`src/rtl/mdio_link_mgr.sv`:
```
// PHY management sequencer: bring-up, periodic BMSR polling and host access arbitration onto a
// single MDIO master. Define MDIO_AUTONEG_RESTART_EN to restart autonegotiation on link loss.
module mdio_link_mgr #(
   parameter logic [15:0] CFG_VALUE     = 16'h1140,
   parameter int unsigned RESET_WAIT    = 1000,
   parameter int unsigned POLL_INTERVAL = 5000,
   parameter int unsigned ACK_TIMEOUT   = 4096
) (
   input  logic        clk,
   input  logic        rst_n,
   input  logic        enable,
   input  logic        host_req,
   input  logic        host_we,
   input  logic [4:0]  host_addr,
   input  logic [15:0] host_wdata,
   output logic        host_ack,
   output logic [15:0] host_rdata,
   output logic        mdio_start,
   output logic        mdio_we,
   output logic [4:0]  mdio_reg_addr,
   output logic [15:0] mdio_wdata,
   input  logic        mdio_done,
   input  logic [15:0] mdio_rdata,
   output logic        link_up,
   output logic        link_change,
   output logic [15:0] phy_status,
   output logic        cfg_done,
   output logic        err_timeout
);

   localparam int unsigned WaitMax = (RESET_WAIT > POLL_INTERVAL) ? RESET_WAIT : POLL_INTERVAL;
   localparam int unsigned CntW    = $clog2(WaitMax + 1);
   localparam int unsigned ToW     = $clog2(ACK_TIMEOUT + 1);

   localparam logic [CntW-1:0] RstLast  = CntW'(RESET_WAIT - 1);
   localparam logic [CntW-1:0] PollLast = CntW'(POLL_INTERVAL - 1);
   localparam logic [ToW-1:0]  ToLast   = ToW'(ACK_TIMEOUT - 1);

   typedef enum logic [2:0] {
      StIdle, StCfgRst, StCfgWait, StCfgWr, StPollWait, StPollRd, StHostXfer, StAnRestart
   } state_e;

   state_e            state_q, state_d;
   logic [CntW-1:0]   cnt_q, cnt_d;
   logic [ToW-1:0]    to_cnt_q, to_cnt_d;
   logic              start_q, start_d;
   logic              we_q, we_d;
   logic [4:0]        addr_q, addr_d;
   logic [15:0]       wdata_q, wdata_d;
   logic              ack_q, ack_d;
   logic [15:0]       rdata_q, rdata_d;
   logic              link_q, link_d;
   logic              change_q, change_d;
   logic [15:0]       status_q, status_d;
   logic              cfg_done_q, cfg_done_d;
   logic              err_q, err_d;
   logic              an_pending_q, an_pending_d;

   logic              launch, launch_we;
   logic [4:0]        launch_addr;
   logic [15:0]       launch_wdata;
   logic              done_hit, to_expire, xfer_end;

   // A completion pulse in the expiry cycle still counts as a clean completion.
   assign done_hit  = start_q & mdio_done;
   assign to_expire = start_q & ~mdio_done & (to_cnt_q == ToLast);
   assign xfer_end  = done_hit | to_expire;

   always_comb begin
      state_d      = state_q;
      cnt_d        = cnt_q;
      start_d      = start_q;
      we_d         = we_q;
      addr_d       = addr_q;
      wdata_d      = wdata_q;
      ack_d        = 1'b0;
      rdata_d      = rdata_q;
      link_d       = link_q;
      change_d     = 1'b0;
      status_d     = status_q;
      cfg_done_d   = cfg_done_q;
      err_d        = err_q | to_expire;
      an_pending_d = an_pending_q;
      launch       = 1'b0;
      launch_we    = 1'b0;
      launch_addr  = 5'd0;
      launch_wdata = 16'h0000;

      if (!start_q) begin
         to_cnt_d = '0;
      end else if (to_cnt_q == {ToW{1'b1}}) begin
         to_cnt_d = to_cnt_q;
      end else begin
         to_cnt_d = to_cnt_q + 1'b1;
      end

      if (xfer_end) begin
         start_d = 1'b0;
         cnt_d   = '0;
      end

      unique case (state_q)
         StIdle: begin
            cnt_d = '0;
            if (enable) begin
               state_d      = StCfgRst;
               launch       = 1'b1;
               launch_we    = 1'b1;
               launch_wdata = 16'h8000;
            end
         end
         StCfgRst: begin
            if (xfer_end) state_d = enable ? StCfgWait : StIdle;
         end
         StCfgWait: begin
            if (!enable) begin
               state_d = StIdle;
            end else if (cnt_q == RstLast) begin
               state_d      = StCfgWr;
               launch       = 1'b1;
               launch_we    = 1'b1;
               launch_wdata = CFG_VALUE;
            end else begin
               cnt_d = cnt_q + 1'b1;
            end
         end
         StCfgWr: begin
            if (xfer_end) begin
               cfg_done_d = 1'b1;
               state_d    = enable ? StPollWait : StIdle;
            end
         end
         StPollWait: begin
            if (an_pending_q) begin
               an_pending_d = 1'b0;
               state_d      = StAnRestart;
               launch       = 1'b1;
               launch_we    = 1'b1;
               launch_wdata = CFG_VALUE | 16'h0200;
            end else if (cnt_q == PollLast) begin
               state_d     = StPollRd;
               launch      = 1'b1;
               launch_addr = 5'd1;
            end else if (host_req) begin
               state_d      = StHostXfer;
               launch       = 1'b1;
               launch_we    = host_we;
               launch_addr  = host_addr;
               launch_wdata = host_wdata;
            end else if (!enable) begin
               state_d = StIdle;
            end else if (cnt_q != {CntW{1'b1}}) begin
               cnt_d = cnt_q + 1'b1;
            end
         end
         StPollRd: begin
            if (done_hit) begin
               status_d = mdio_rdata;
               link_d   = mdio_rdata[2];
               change_d = mdio_rdata[2] ^ link_q;
`ifdef MDIO_AUTONEG_RESTART_EN
               if (link_q && !mdio_rdata[2]) an_pending_d = 1'b1;
`endif
            end
            if (xfer_end) state_d = enable ? StPollWait : StIdle;
         end
         StHostXfer: begin
            if (xfer_end) begin
               ack_d   = 1'b1;
               state_d = enable ? StPollWait : StIdle;
               if (to_expire) begin
                  rdata_d = 16'hFFFF;
               end else if (!we_q) begin
                  rdata_d = mdio_rdata;
               end
            end
         end
         StAnRestart: begin
            if (xfer_end) state_d = enable ? StPollWait : StIdle;
         end
         default: state_d = StIdle;
      endcase

      if (launch) begin
         start_d = 1'b1;
         we_d    = launch_we;
         addr_d  = launch_addr;
         wdata_d = launch_wdata;
      end
   end

   always_ff @(posedge clk or negedge rst_n) begin
      if (!rst_n) begin
         state_q      <= StIdle;
         cnt_q        <= '0;
         to_cnt_q     <= '0;
         start_q      <= 1'b0;
         we_q         <= 1'b0;
         addr_q       <= 5'd0;
         wdata_q      <= 16'h0000;
         ack_q        <= 1'b0;
         rdata_q      <= 16'h0000;
         link_q       <= 1'b0;
         change_q     <= 1'b0;
         status_q     <= 16'h0000;
         cfg_done_q   <= 1'b0;
         err_q        <= 1'b0;
         an_pending_q <= 1'b0;
      end else begin
         state_q      <= state_d;
         cnt_q        <= cnt_d;
         to_cnt_q     <= to_cnt_d;
         start_q      <= start_d;
         we_q         <= we_d;
         addr_q       <= addr_d;
         wdata_q      <= wdata_d;
         ack_q        <= ack_d;
         rdata_q      <= rdata_d;
         link_q       <= link_d;
         change_q     <= change_d;
         status_q     <= status_d;
         cfg_done_q   <= cfg_done_d;
         err_q        <= err_d;
         an_pending_q <= an_pending_d;
      end
   end

   assign host_ack      = ack_q;
   assign host_rdata    = rdata_q;
   assign mdio_start    = start_q;
   assign mdio_we       = we_q;
   assign mdio_reg_addr = addr_q;
   assign mdio_wdata    = wdata_q;
   assign link_up       = link_q;
   assign link_change   = change_q;
   assign phy_status    = status_q;
   assign cfg_done      = cfg_done_q;
   assign err_timeout   = err_q;

endmodule

```
`config.mk`:
```
export PLATFORM = sky130hd
export DESIGN_NAME = mdio_link_mgr
export DESIGN_NICKNAME = d
export VERILOG_FILES = /design/src/rtl/mdio_link_mgr.sv
export SDC_FILE = /design/constraint.sdc
export NUM_CORES = 1
export LEC_CHECK = 0
export CAP_MARGIN = 20
export CORE_MARGIN = 2
export CORE_UTILIZATION = 53
export DETAILED_ROUTE_END_ITERATION = 7
export PLACE_DENSITY = 0.85
export RECOVER_POWER = 100
export SYNTH_ARGS = -nofsm -noshare
export SYNTH_HDL_FRONTEND = slang
export SYNTH_SLANG_ARGS = --single-unit
```
`constraint.sdc`:
```
create_clock -name clk -period 4 [get_ports clk]
set_input_delay 0.8 -clock clk [delete_from_list [all_inputs] [get_ports clk]]
set_output_delay 0.8 -clock clk [all_outputs]
set_load 0.1 [all_outputs]
```
== Word-level counts from Yosys, hierarchy flattened ==
Index checks and enable logic that the tools add are counted.
Cells by class
  add/subtract/negate cells: 2
  multiply operators: 0
  divide/modulo/power cells: 0
  magnitude comparators: 0
  equal/unequal tests: 19
  shift operators: 0
  mux-type cells: 47
  bitwise gates (word level): 7
  reduce and logical (&&, ||, !) cells: 7
Operators with widths (number)
  13-bit two-way mux: 11
  16-bit two-way mux: 5
  16-bit one-hot mux with 3 select lines: 1
  13-bit one-hot mux with 3 select lines: 1
  3-bit two-way mux: 9
  13-bit by 1-bit adder with 13-bit output (second input constant): 2
  13-bit equality test (second input constant): 2
  5-bit two-way mux: 3
  3-bit one-hot mux with 5 select lines: 1
  13-bit by 10-bit equality test with 1-bit output (second input constant): 1
  13-bit by 12-bit equality test with 1-bit output (second input constant): 1
  1-bit two-way mux: 13
  13-bit inequality test (second input constant): 1
  3-bit equality test (second input constant): 4
  3-bit by 2-bit equality test with 1-bit output (second input constant): 2
  2-bit inequality test (second input constant): 3
  1-bit one-hot mux with 3 select lines: 2
  5-bit AND reduction: 1
  2-bit by 1-bit inequality test with 1-bit output (second input constant): 2
  4-bit inequality test (second input constant): 1
  2-bit AND reduction: 2
  4-bit OR reduction: 1
  1-bit AND: 3
  3-bit by 1-bit equality test with 1-bit output (second input constant): 1
  8 further kinds: 9
Word-level totals
  register bits after elaboration: 89
  bits in latches: 0
  bits in writable memories: 0
  bits in read-only memories: 0
  output and inout bits: 60
  word-level logic and storage cells: 96
  memories: 0

== Logic depth before layout (Yosys ltp) ==
  word-level depth: 10
  mapped depth: 8
  mapped depth without buffers: 6

== Least setup slack after synthesis ==
OpenSTA, ideal clock, no wires.
  kind: register -> register
  from: register start_q, in the netlist mdio_start
  to: register cnt_q[3]
  setup time: 127 ps
  arrival time: 2411 ps
  required time: 3873 ps
  slack: 1462 ps
  cell stages (with the launch flop): 8
  buffers on the path: 2
  period minus slack after synthesis: 2538 ps
  cells stage by stage: dfrtp_1 > clkbuf_1 > nand2b_1 > nor4_1 > a21oi_1 > o21a_1 > clkbuf_1 > a221o_2
Between the ends
  longest elaborated chain between the ends: 9
RTL lines
  start: declaration: line 46  | logic start_q, start_d;
  start signal: assignment: line 213  | start_q <= start_d;
  1-bit AND (2 in series): line 66  | assign to_expire = start_q & ~mdio_done & (to_cnt_q == ToLast);
  1-bit bitwise OR (*): line 67  | assign xfer_end = done_hit | to_expire;
  13-bit two-way mux (*): line 97  | if (xfer_end) begin
  13-bit two-way mux: line 152  | end else if (cnt_q != {CntW{1'b1}}) begin
  13-bit two-way mux: line 150  | end else if (!enable) begin
  13-bit two-way mux: line 144  | end else if (host_req) begin
  13-bit two-way mux: line 140  | end else if (cnt_q == PollLast) begin
  13-bit one-hot mux with 3 select lines (*): line 102  | unique case (state_q)
  named net cnt_d[3]: line 44  | logic [CntW-1:0] cnt_q, cnt_d;
  end signal: assignment: line 211  | cnt_q <= cnt_d;
  end: declaration: line 44
The timed path passes the listed nets; every way through them passes the cells marked *.
A chain may end at the register's enable or synchronous reset.

== Worst setup path in the final report ==
  from: register start_q, in the netlist mdio_start
  to: output port mdio_start
RTL lines
  end: declaration: line 18  | output logic mdio_start,
No word-level cell between the ends.

==> metrics.cfg <==
[sta]
fin_worst_skew_ps=8.49
grt_setup_unrepaired=no
fmax_mhz=320
fin_crit_sh_pct=78.2
final-hold-violation-count=0
fin_hold_ws_ps=468
finalSetupViolations=0
period_needed_ps=3130
fin_tns_setup_ps=0
tightest_slew_ps=1560
slew_viol_final=32
max_slew_margin_pct=-3.96

[clock_network]
path_clk_slew_ps=90
post-cts-setup-buffers=0
htreeDepth=3
root_buffer=clkbuf_8
clockBufferDepth=2
cts-hold-fix-buffers=0
cts_buffers=9
tritoncts=done
cts_resized=0
clock_latency_ps=360
cts.sinks=88

[routing]
vias=3235
finalWirelength_um=9240
ant_nets=0
drt_iter0_drc=136
avgRoutedWirePerCell_um=16.2
routed_via_density=5.66
dr.pass1.iters=5
drc=0

[hold_path]
holdPathStages=2
hold_path.class=register to register

[cells_and_area]
area_growth_pct=29.6
layout-drive-gt1-share_pct=12.3
layout.nets=510
num_antenna_cells=0

[synth]
ys_seq_area_share_pct=53.0
synth.area.top_cells=dfrtp_1, mux2_2, mux2i_1
syn_area_um2=4160
ys_top_cells_by_count=dfrtp_1, nor2_1, inv_1
synth.most_common_cell=dfrtp_1
synth_cells=367
synth_cell_type_count=58
yosys_most_used_dff=dfrtp_1
synth_top_area_cell=dfrtp_1
syn-num-nets=412
synth_enable_flop_cells=0
avgSynthCellArea_um2=11.3
yosysWarnings=0
synth_seq_cells=88
yosys.area.top_type_share_pct=53.0
async_reset_ff_share_pct=100

[pwr]
peakVddDrop_uv=578
p_leak_nw=2.61
p_per_area_nw_per_um2=756

[global_route]
grt_pass1_vias=3116
grt_max_degree=89
grt_pass1_wl_um=15100
grt_antenna_before_repair=0
track_usage_pct=22.2
overflow=0

[setup_path]
crit_end=mdio_start
rrSetupSlack_ps=1070
cpPeakStageDelay_ps=1300
cp_cell_sequence=dlygate4sd3_1
end_kind=primary output
worstSetupPathType=register to primary output
reg2reg_from=cnt_q[3]
r2r-end=mdio_wdata[15]
crit_cells=1
critPathRequiredTime_ps=3200
cp-start-kind=register
cp.arrival_ps=2330
startpoint=mdio_start
critPathSlowestCell=dlygate4sd3_1
path_delay_family=buffers and inverters
crit_buf_inv=1
rr_worst_depth=5
cp_max_fo=20

[place]
dp.final_hpwl_um=6370
gp_congestion=0.831
port_buffers=102

[die]
die_area_um2=8560
start_util_pct=54.3
row_count=32
ioPinCount=103
die_h_um=92.5
fp.coreArea_um2=7650
die_w_um=92.5

[outcome]
violations=capacitance limit, slew limit
status=finished with violations

[run]
cap_violations=1

## power by group
group	internal, mW	total, mW	switching [mW]
sequential	1.08	1.25	0.167
clock	0.358	0.690	0.331
combinational	0.478	2.13	1.65
total	1.92	4.07	2.15
## per-stage QoR
step	worst slack (ps)	instances	instance area [µm²]	utilization, %	total power [mW]
2_1_floorplan	1460	367	4160	-	2.97
3_3_place_gp	952	553	5190	67.9	3.43
3_5_place_dp	867	553	5190	67.9	3.47
4_1_cts	903	569	5420	70.8	4.16
5_1_grt	544	572	5390	70.4	4.24
6_report	873	572	5390	70.4	4.07
## flip-flops by register name, indices dropped and copies added (netlist names), 3 cells and up
signal,cells
cnt_q,13
host_rdata,16
to_cnt_q,13
mdio_wdata,16
phy_status,16
mdio_reg_addr,5
state_q,3
## kinds of logic after synthesis
kind of cell | synth area share [%]
AO/OA/AOI/OAI | 15.0
buffers and inverters | 4.94
adder cells (fa/ha/maj) | 0.602
flip-flops | 53.0
XOR/XNOR | 1.90
AND/OR/NAND/NOR | 15.7
multiplexers | 8.94
## worst min-delay path by stage
stage,to,start
detailed placement,cfg_done,cfg_done
floorplan,cfg_done,rst_n
finish,cfg_done,cfg_done
global placement,cfg_done,cfg_done
CTS,cfg_done,cfg_done
global route,mdio_reg_addr[0],mdio_reg_addr[0]
## layer usage
| metal | part of all wire, % | global-route usage, % | vias to the layer above |
|---|---|---|---|
| li1 | - | - | 1536 |
| met1 | 46 | 30.9 | 1559 |
| met2 | 46 | 35.0 | 130 |
| met3 | 6.4 | 4.88 | 10 |
| met4 | 1.0 | 6.72 | 0 |
| met5 | 0 | 0 | - |
## cells in the final DEF (no fill, tap or decap), types with 3 or more instances in the layout
master / instances
mux2_2: 17
nor2b_1: 7
xor2_1: 6
a211oi_1: 3
nor2_1: 28
clkdlybuf4s50_1: 39
xnor2_1: 3
o21ai_0: 12
clkbuf_1: 4
mux2i_1: 18
a221o_2: 4
a221o_1: 6
nand3_1: 10
a21oi_1: 6
nand4_1: 10
nand2b_1: 3
dlygate4sd3_1: 62
nor3_1: 11
clkbuf_8: 9
a21boi_0: 4
a31oi_1: 4
a22o_2: 8
nand2_1: 12
inv_1: 21
or3_1: 4
a22o_1: 11
dfrtp_1: 88
nor4_1: 3
and3_1: 9
and2_0: 5
## cell type report
type,count,area [µm²]
Clock buffer,9,124
Clock inverter,7,103
Fill cell,566,2260
Inverter,21,78.8
Multi-Input combinational cell,238,1710
Sequential cell,88,2200
Tap cell,102,128
Timing Repair Buffer,107,1040
(Power assumes the default switching activity.)
